**config.mk**
```make
export PLATFORM = sky130hd
export DESIGN_NAME = mul_datapath
export DESIGN_NICKNAME = d
export VERILOG_FILES = /design/src/rtl/mul_datapath.sv
export SDC_FILE = /design/constraint.sdc
export NUM_CORES = 1
export LEC_CHECK = 0
export ABC_CLOCK_PERIOD_IN_PS = 2800
export BUFFER_PORTS_ARGS = -buffer_cell sky130_fd_sc_hd__buf_2
export CORE_MARGIN = 2
export CORE_UTILIZATION = 56
export DETAILED_ROUTE_END_ITERATION = 8
export PLACE_DENSITY = 0.81
export SYNTH_ARGS = -nofsm -noshare
export SYNTH_HDL_FRONTEND = slang
export SYNTH_SLANG_ARGS = --single-unit
```
**constraint.sdc**
```tcl
create_clock -name clk -period 2.8 [get_ports clk]
set_input_delay 0.14 -clock clk [delete_from_list [all_inputs] [get_ports clk]]
set_output_delay 0.14 -clock clk [all_outputs]
set_load 0.02 [all_outputs]
```
**src/rtl/mul_datapath.sv**
```systemverilog
// Repeated-addition multiplier datapath: operand register A, saturating down-counter B
// and a double-width accumulator P, all driven by an external controller's strobes.
module mul_datapath #(
    parameter int WIDTH = 16
) (
    input  logic               clk,
    input  logic               rst,
    input  logic [WIDTH-1:0]   data_in,
    input  logic               LdA,
    input  logic               LdB,
    input  logic               LdP,
    input  logic               clrP,
    input  logic               decB,
    output logic               eqz,
    output logic [2*WIDTH-1:0] product,
    output logic [WIDTH-1:0]   b_count
);

    logic [WIDTH-1:0]   a_q, a_d;
    logic [WIDTH-1:0]   b_q, b_d;
    logic [2*WIDTH-1:0] p_q, p_d;
    logic               b_zero;

    assign b_zero = (b_q == '0);

    always_comb begin
        a_d = a_q;
        if (LdA) a_d = data_in;
    end

    // LdB wins over decB; the counter parks at zero instead of wrapping.
    always_comb begin
        b_d = b_q;
        if (LdB)                 b_d = data_in;
        else if (decB && !b_zero) b_d = b_q - WIDTH'(1);
    end

    // Accumulation is gated on B != 0 so extra LdP cycles after the count ends are harmless.
    always_comb begin
        p_d = p_q;
        if (clrP)               p_d = '0;
        else if (LdP && !b_zero) p_d = p_q + {{WIDTH{1'b0}}, a_q};
    end

    always_ff @(posedge clk) begin
        if (rst) begin
            a_q <= '0;
            b_q <= '0;
            p_q <= '0;
        end else begin
            a_q <= a_d;
            b_q <= b_d;
            p_q <= p_d;
        end
    end

    assign eqz     = b_zero;
    assign product = p_q;
    assign b_count = b_q;

endmodule

```
After elaboration in Yosys (flattened, before gate mapping). Index checks and enable logic that the tools add are counted.

Reductions and logical operators: 6. Mux-type cells: 2. Add/sub/neg operators: 2.

Operator list (count): $add 32x16->32 (1); $mux 16 (2); $logic_not 16->1 (1); $sub 16x1->16 const B (1); $logic_and 1x1->1 (2); $reduce_bool 2->1 (1); $reduce_or 2->1 (1); $logic_not 1->1 (1).

Bits in registers: 64. Logic and storage cells: 13. Output and inout bits: 49. Input bits: 23.

Longest topological paths before layout. Gate-level depths: netlist (run 1).

Depth in word-level cells: 5. Mapped depth: 9. Depth with buffers taken out: 8.

Worst setup path before layout (run 1). OpenSTA, ideal clock, no wires.

Path kind: register -> register. From: register p_q[0], in the netlist product[0]. To: register p_q[20], in the netlist product[20]. Data arrival time: 2406 ps. Setup time: 74 ps. Slack: 320 ps. Data required time: 2726 ps. Stages on the path, launching flop included: 10. Period minus slack after synthesis: 2480 ps. Path buffers: 1. Cells stage by stage: dfxtp_1 > ha_1 > fa_1 > a21o_1 > a221o_1 > a21oi_1 > or4_1 > buf_2 > a2111o_1 > o21ai_0.

Word-level cells in the longest chain between the ends: 1.

Ends and longest elaborated chain: start, declared (line 21) `logic [2*WIDTH-1:0] p_q, p_d;`; start signal, assigned (line 53) `p_q <= p_d;`; $add 32x16->32 (line 42) `else if (LdP && !b_zero) p_d = p_q + {{WIDTH{1'b0}}, a_q};`.

Every way passes these cells. A chain may end at the register's enable or synchronous reset.

Worst setup path after layout (run 1).
From: register b_q[0], in the netlist b_count[0]. To: register p_q[29], in the netlist product[29].

Word-level cells in the longest chain between the ends: 3.

Ends and longest elaborated chain: start, declared (line 20) `logic [WIDTH-1:0] b_q, b_d;`; start signal, assigned (line 48) `b_q <= '0;`; start signal, assigned (line 52) `b_q <= b_d;`; $logic_not 16->1 (line 24) `assign b_zero = (b_q == '0);`; $logic_not 1->1 (line 42); $logic_and 1x1->1 (line 42).

Every way passes these cells.

==> results of run 1 <==
## worst paths after layout
kind | to | start | slack, ps | depth (start not counted)
setup reg to reg | product[29] | b_count[0] | 140 | 8
setup / recovery | product[29] | b_count[0] | 140 | 8
hold reg to reg | product[5] | product[5] | 470 | 2
hold / removal | b_count[2] | data_in[2] | 50 | 3
## layer usage
metal / global-route usage / vias up / wire, um
met5: 0 / - / 0
met4: 0.120 / 0 / 211
met3: 0.0712 / 21 / 659
met2: 0.444 / 145 / 4670
met1: 0.336 / 1761 / 4170
li1: - / 1778 / -
## registers in the layout, indices dropped and copies added, names as in the netlist
register  count
product      32
b_count      16
a_q          16
## layout make-up
cell class | instances | area, um^2
clock buffers | 9 | 124
clock inverters | 6 | 61.3
fillers | 557 | 2060
inverters | 6 | 22.5
multi-input cells | 360 | 2320
flip-flops and latches | 64 | 1280
well taps | 77 | 96.3
repair buffers | 79 | 415
## cell usage in the layout, fill, tap and decap left out, types with 5 or more instances in the layout
cell      instances
nand3_1          15
nand2_1          55
nor3_1           10
a21o_1            8
and2_1            5
clkbuf_8          9
buf_2            71
nand4_1           7
or3_1            14
nor2_1           43
buf_4             8
xnor2_1          18
mux2i_1          24
o21ai_0          14
o211ai_1          8
ha_1             18
and3_1            8
a21oi_1          45
dfxtp_1          64
nor4_1            5
inv_1             5
a211oi_1         13
## cells by family (layout without fill, tap and decap cells)
family / after synthesis / count (layout)
compound gates: 113 / 113
flops: 64 / 64
fa+ha+maj: 19 / 19
xor+xnor: 21 / 21
mux: 24 / 24
buf+inv: 28 / 100
simple gates: 183 / 183
## critical path: stages (launching register included)
cell	delay, ps
dfxtp_1	320
inv_1	130
ha_1	200
or4b_2	600
or4_4	470
and2_4	270
o211ai_1	260
a2111o_1	220
o21ai_0	80
## power breakdown
part	total (mW)	switching (mW)	internal (mW)	leakage, nW
logic	0.322	0.195	0.128	1.22
registers	0.985	0.0369	0.948	0.523
clock network	0.780	0.378	0.403	0.0948
## per-stage QoR
step           cells  setup slack [ps]  cell area (um^2)
3_3_place_gp     586               317              4140
3_5_place_dp     586               188              4140
2_1_floorplan    452               320              3720
4_1_cts          601               169              4320
5_1_grt          601              16.5              4320
6_report         601               142              4320
==> results.json, run 1 <==
{
  "status": "finished, final reports clean",
  "grt_pass1_vias": 3363,
  "final_core_util": 0.677,
  "fin_setup_tns_ps": 0,
  "area_growth_pct": 16.1,
  "synth_area_leaders": "dfxtp_1, mux2i_1, a21oi_1",
  "yosysSeqAreaShare": 0.344,
  "die_x_um": 85.5,
  "hold_viol_final": 0,
  "drc": 0,
  "fmax_ghz": 0.376,
  "top_level_ports": 72,
  "dieArea_um2": 7320,
  "wl_per_cell_um": 16.1,
  "clock-sinks": 64,
  "worst-setup-path-type": "flop to flop",
  "synth_top_family_by_area": "simple AND/OR/NAND/NOR gates",
  "final_max_slew_viol_count": 0,
  "drive_gt1_frac": 0.206,
  "max_slew_margin": 0.504,
  "min-delay-path-class": "primary input to flop",
  "dp_hpwl_um": 7080,
  "clkLatencyLatePin_ps": 350,
  "cts_made_buffers": 9,
  "setup-violations-final": 0,
  "end_kind": "flop",
  "syn_nets": 494,
  "crit_fanout": 22,
  "viasPerCell": 6.16,
  "rsz0062_at_grt": "false",
  "syn_avg_cell_area_um2": 8.24,
  "grt_max_degree": 43,
  "synthCells": 452,
  "first_iter_violations": 251,
  "synth_top_area_share": 0.344,
  "ys_ff_latch": 64,
  "cts_resized": 0,
  "synth_ff_type": "dfxtp_1",
  "syn_area_um2": 3720,
  "finalNetCount": 562,
  "rows": 29,
  "die_y_um": 85.5,
  "cts_setup_buffers": 0,
  "start_util": 0.583,
  "worst_pin_slew_ps": 744,
  "grt_use_total": 0.271,
  "synthAdderAreaFrac": 0.0659,
  "cts_root_buffer": "clkbuf_8",
  "io_buffer_count": 71,
  "cp_data_required_time_ps": 3030,
  "diodes": 0,
  "vias": 3705,
  "grt-ovfl-total": 0,
  "wirelength_um": 9710,
  "cts_tree": "built",
  "core_um2": 6390,
  "place.gp.congestion": 0.919,
  "grt_first_pass_wirelength_um": 15900,
  "hold_slack_ps": 50.4,
  "antenna_found_initial": 0,
  "power_density_nw_per_um2": 483,
  "async_flop_share": 0,
  "power_mw": 2.09,
  "hold_buffers": 0,
  "drv_cap": 0,
  "synth_edf_count": 0,
  "cts_buffer_depth": 2,
  "synth_common_cells": "dfxtp_1, nand2_1, a21oi_1, nor2_1, mux2i_1",
  "synth.most_common_cell": "dfxtp_1",
  "synthSimpleGateAreaFrac": 0.244,
  "period_share": 0.949,
  "synth_largest_area_cell": "dfxtp_1",
  "muxShareOfSynthArea": 0.0645,
  "skew_ps": 13.5,
  "ir_worst_vdd_v": 0.000436,
  "postRouteAntennaNets": 0,
  "yosys_warnings": 0,
  "synth-xor-area-share": 0.0494,
  "yosysUniqueCellTypes": 56,
  "synth_compound_area_frac": 0.200,
  "p_leak_nw": 1.84,
  "first_pass_iters": 5,
  "crit_path_start_kind": "flop",
  "period_minus_slack_ps": 2660,
  "cp.arrival_ps": 2890,
  "htree_levels": 3,
  "path_clk_slew_ps": 70
}
No activity file was read; power rests on OpenSTA's default activity.
==> run 2: changes to the inputs <==
--- a/config.mk
+++ b/config.mk
@@ -8,9 +8,8 @@
 export ABC_CLOCK_PERIOD_IN_PS = 2800
 export BUFFER_PORTS_ARGS = -buffer_cell sky130_fd_sc_hd__buf_2
 export CORE_MARGIN = 2
-export CORE_UTILIZATION = 56
+export CORE_UTILIZATION = 40
 export DETAILED_ROUTE_END_ITERATION = 8
-export PLACE_DENSITY = 0.81
 export SYNTH_ARGS = -nofsm -noshare
 export SYNTH_HDL_FRONTEND = slang
 export SYNTH_SLANG_ARGS = --single-unit
==> run 2 against run 1 <==
  * Power fell by 2.2%
  * Largest cell class unchanged
  * Highest routed layer unchanged
  * Largest power group unchanged
  * Sequential share of layout area decreased by 0.20 points
  * Flip-flop and latch count unchanged
  * Wire length rose by 2.1%
==> results.json, run 2 (synthesis gave the netlist of run 1 again) <==
{
  "clkLatencyLatePin_ps": 350,
  "setup-violations-final": 0,
  "dp.cells": 619,
  "p_leak_nw": 1.82,
  "power_density_nw_per_um2": 469,
  "core_um2": 9150,
  "crit_path_start_kind": "flop",
  "fillers": 917,
  "dieArea_um2": 10100,
  "grt-ovfl-total": 0,
  "status": "finished, final reports clean",
  "first_iter_violations": 170,
  "cp_data_required_time_ps": 3070,
  "fmax_ghz": 0.382,
  "r2r_end": "product[20]",
  "crit_fanout": 9,
  "min-delay-path-class": "primary input to flop",
  "layout_common_cells": "buf_2, dfxtp_1, nand2_1",
  "wl_per_cell_um": 15.6,
  "top_level_ports": 72,
  "rows": 35,
  "grt_first_pass_wirelength_um": 16200,
  "hold_start": "data_in[0]",
  "place.gp.congestion": 0.874,
  "dp_hpwl_um": 7270,
  "period_minus_slack_ps": 2610,
  "rsz0062_at_grt": "false",
  "io_buffer_count": 71,
  "cts_setup_buffers": 0,
  "grt_use_total": 0.202,
  "viasPerCell": 5.59,
  "path_buf_inv": 0,
  "vias": 3551,
  "cp_cell_sequence": "ha_1 -> fa_1 -> a21o_1 -> a221o_1 -> a21oi_1 -> or4_1 -> a2111o_1 -> o21ai_0",
  "hold_viol_final": 0,
  "diodes": 0,
  "worstHoldEndpoint": "b_count[0]",
  "multi_input_area_um2": 2320,
  "skew_ps": 11.5,
  "cp.arrival_ps": 2890,
  "hold_buffers": 0,
  "rr_worst_depth": 8,
  "hold_path_depth": 3,
  "end_kind": "flop",
  "postRouteAntennaNets": 0,
  "largest_reg_flops": 32,
  "max_slew_margin": 0.488,
  "start_util": 0.407,
  "cts_buffer_depth": 2,
  "r2r_start": "product[0]",
  "clock-sinks": 64,
  "ff_latch_area_um2": 1280,
  "drc": 0,
  "cts_root_buffer": "clkbuf_8",
  "cp_slowest_cell": "or4_1",
  "drive_gt1_frac": 0.206,
  "die_y_um": 100,
  "layout_commonest_cell": "buf_2",
  "die_x_um": 100,
  "cts_resized": 0,
  "grt_pass1_vias": 3348,
  "area_growth_pct": 16.9,
  "ir_worst_vdd_v": 0.000238,
  "fin_setup_tns_ps": 0,
  "grt_max_degree": 43,
  "cts_tree": "built",
  "final_cells": 635,
  "path_clk_slew_ps": 90,
  "period_share": 0.934,
  "worst-setup-path-type": "flop to flop",
  "cpLargestDelayFamily": "compound AO/OA/AOI/OAI gates",
  "worst_pin_slew_ps": 768,
  "final_max_slew_viol_count": 0,
  "first_pass_iters": 4,
  "antenna_found_initial": 0,
  "cp_num_cells": 8,
  "drv_cap": 0,
  "max_stage_delay_ps": 730,
  "htree_levels": 3,
  "wirelength_um": 9910,
  "cts_made_buffers": 9,
  "reg2reg_slack_ps": 190,
  "finalNetCount": 561
}
run 2: cell types whose count changed in the layout (fill, tap and decap cells not counted), sizes merged:
cell and change:
buf -1, bufinv -1, clkinv -1, clkinvlp +1
inv +2
run 2: how the worst max path moves through the flow:
| stage | endpoint | slack [ps] | from |
|---|---|---|---|
| after floorplan | product[20] | 320 | product[0] |
| after detailed placement | product[29] | 230 | b_count[0] |
| after CTS | product[20] | 210 | product[0] |
| final | product[20] | 190 | product[0] |
| after global placement | product[29] | 290 | b_count[0] |
| after global routing | product[20] | 10 | product[0] |
run 2: per-stage QoR:
step | setup WS, ps | power (mW) | hold slack [ps] | utilization | cell area, um^2
3_3_place_gp | 291 | 1.32 | 396 | 0.456 | 4170
6_report | 186 | 2.04 | 27.4 | 0.475 | 4350
2_1_floorplan | 320 | 1.23 | 276 | - | 3720
3_5_place_dp | 235 | 1.33 | 403 | 0.456 | 4170
5_1_grt | 15.0 | 2.15 | 19.1 | 0.475 | 4350
4_1_cts | 206 | 2.07 | 12.7 | 0.475 | 4350
run 2: layout make-up:
| cell class | instances | area share |
|---|---|---|
| Multi-Input combinational cell | 360 | 0.534 |
| Timing Repair Buffer | 78 | 0.0937 |
| Tap cell | 111 | 0.0319 |
| Clock buffer | 9 | 0.0285 |
| Sequential cell | 64 | 0.294 |
| Clock inverter | 7 | 0.0127 |
| Inverter | 6 | 0.00518 |
run 2: routing by layer:
| metal | share of wire | routed length, um | GRT usage | vias up |
|---|---|---|---|---|
| li1 | - | - | - | 1781 |
| met1 | 0.46 | 4570 | 0.253 | 1666 |
| met2 | 0.46 | 4590 | 0.331 | 91 |
| met3 | 0.056 | 560 | 0.0555 | 13 |
| met4 | 0.019 | 188 | 0.0769 | 0 |
| met5 | 0 | 0 | 0 | - |
run 2: worst register-to-register path, cell delays in order, from the launching register on:
cell and delay, ps:
dfxtp_1 360, ha_1 200, fa_1 220, a21o_1 150
a221o_1 210, a21oi_1 110, or4_1 730, a2111o_1 480
o21ai_0 80
run 2: report_power, final:
part	switching [mW]	internal [mW]	total, mW
registers	0.0364	0.948	0.984
logic	0.194	0.126	0.320
clock network	0.411	0.328	0.739
total	0.640	1.40	2.04
==> run 3: changes to the inputs <==
--- a/config.mk
+++ b/config.mk
@@ -8,8 +8,9 @@
 export ABC_CLOCK_PERIOD_IN_PS = 2800
 export BUFFER_PORTS_ARGS = -buffer_cell sky130_fd_sc_hd__buf_2
 export CORE_MARGIN = 2
-export CORE_UTILIZATION = 40
+export CORE_UTILIZATION = 55
 export DETAILED_ROUTE_END_ITERATION = 8
+export PLACE_DENSITY = 0.79
 export SYNTH_ARGS = -nofsm -noshare
 export SYNTH_HDL_FRONTEND = slang
 export SYNTH_SLANG_ARGS = --single-unit
==> run 3 against run 2 <==
  * Flip-flop and latch count unchanged
  * Fmax increased by 0.60%
  * First-iteration DRC count increased by 0.59%
  * Clock skew decreased by 1.6 ps
  * Largest power group unchanged
  * Setup slack improved by 16 ps
  * Sequential share of layout area increased by 0.20 points
  * Sequential power about the same
  * Critical path type unchanged
  * Via count increased by 2.4%
  * Register-to-register slack improved by 20 ps
==> results.json, run 3 (synthesis gave the netlist of run 1 again) <==
{
  "core_um2": 6460,
  "diodes": 0,
  "grt-ovfl-total": 0,
  "grt_first_pass_wirelength_um": 15700,
  "final_core_util": 0.669,
  "viasPerCell": 6.05,
  "period_share": 0.928,
  "cts_resized": 0,
  "max_stage_delay_ps": 720,
  "clock-sinks": 64,
  "wl_met1_um": 4140,
  "cpLargestDelayFamily": "compound AO/OA/AOI/OAI gates",
  "fin_setup_tns_ps": 0,
  "power_mw": 2.08,
  "multi_input_area_um2": 2320,
  "wl_met2_um": 4580,
  "ff_latch_area_um2": 1280,
  "path_buf_inv": 0,
  "htree_levels": 3,
  "top_level_ports": 72,
  "dr_wl_met3_um": 634,
  "cts_buffer_depth": 2,
  "final_cells": 601,
  "cp_data_required_time_ps": 3070,
  "layout_common_cells": "buf_2, dfxtp_1, nand2_1",
  "postRouteAntennaNets": 0,
  "start_util": 0.577,
  "grt_pass1_vias": 3356,
  "wl_per_cell_um": 15.9,
  "first_pass_iters": 5,
  "skew_ps": 9.95,
  "rsz0062_at_grt": "false",
  "hold_slack_ps": 43.9,
  "clkLatencyLatePin_ps": 350,
  "drv_cap": 0,
  "fmax_ghz": 0.385,
  "p_leak_nw": 1.84,
  "largest_reg_flops": 32,
  "worst-setup-path-type": "flop to flop",
  "cp.arrival_ps": 2870,
  "vias": 3636,
  "end_kind": "flop",
  "fillers": 556,
  "cts_made_buffers": 9,
  "setup-violations-final": 0,
  "layout_commonest_cell": "buf_2",
  "max_slew_margin": 0.484,
  "finalNetCount": 562,
  "hold_viol_final": 0,
  "hold_buffers": 0,
  "cp_cell_sequence": "ha_1 -> fa_1 -> a21o_1 -> a221o_1 -> a21oi_1 -> or4_1 -> a2111o_1 -> o21ai_0",
  "drive_gt1_frac": 0.206,
  "ir_worst_vdd_v": 0.000296,
  "dp.cells": 586,
  "final_max_slew_viol_count": 0,
  "grt_use_total": 0.265,
  "grt_max_degree": 43,
  "die_x_um": 86.3,
  "period_minus_slack_ps": 2600,
  "status": "finished, final reports clean",
  "place.gp.congestion": 0.938,
  "area_growth_pct": 16.1,
  "routed.top_layer": "met4",
  "path_clk_slew_ps": 70,
  "cts_tree": "built",
  "reg2reg_slack_ps": 200,
  "first_iter_violations": 171,
  "rows": 29,
  "min-delay-path-class": "primary input to flop",
  "cts_setup_buffers": 0,
  "antenna_found_initial": 0,
  "power_density_nw_per_um2": 480,
  "drc": 0,
  "worst_pin_slew_ps": 771,
  "die_y_um": 86.3,
  "wirelength_um": 9560,
  "crit_fanout": 9,
  "cp_slowest_cell": "or4_1",
  "dieArea_um2": 7440,
  "crit_path_start_kind": "flop",
  "dp_hpwl_um": 6920,
  "cts_root_buffer": "clkbuf_8",
  "io_buffer_count": 71
}
[run 3: power breakdown]
part	switching, mW	total [mW]	leakage (nW)	internal (mW)
combinational	0.192	0.318	1.22	0.126
clock	0.370	0.773	0.0948	0.402
sequential	0.0361	0.984	0.523	0.948
total	0.598	2.08	1.84	1.48
[run 3: worst paths after layout]
kind | from | cells past startpoint | endpoint
max | product[0] | 8 | product[20]
min | data_in[2] | 3 | b_count[2]
max reg2reg | product[0] | 8 | product[20]
min reg2reg | product[4] | 2 | product[4]
[run 3: metal layers]
layer,vias up,GRT usage
li1,1782,-
met1,1707,0.335
met5,-,0
met2,124,0.437
met4,0,0.118
met3,23,0.0533
[run 3: through the flow]
step | instance area [um^2] | setup WS, ps
after floorplan | 3720 | 320
after detailed placement | 4140 | 227
after global routing | 4320 | 91.6
after CTS | 4320 | 216
after global placement | 4140 | 293
final | 4320 | 201
[run 3: cell type report]
cell class,count,share of cell area
Sequential cell,64,0.296
Timing Repair Buffer,79,0.0961
Multi-Input combinational cell,360,0.537
Clock inverter,6,0.0142
Inverter,6,0.00521
Tap cell,77,0.0223
Clock buffer,9,0.0287
[run 3: worst min-delay path, delay by kind of cell]
family / cells / cell delay, ps
and+or+nand+nor: 1 / 50
buffers and inverters: 1 / 110
AOI/OAI and AO/OA: 1 / 50
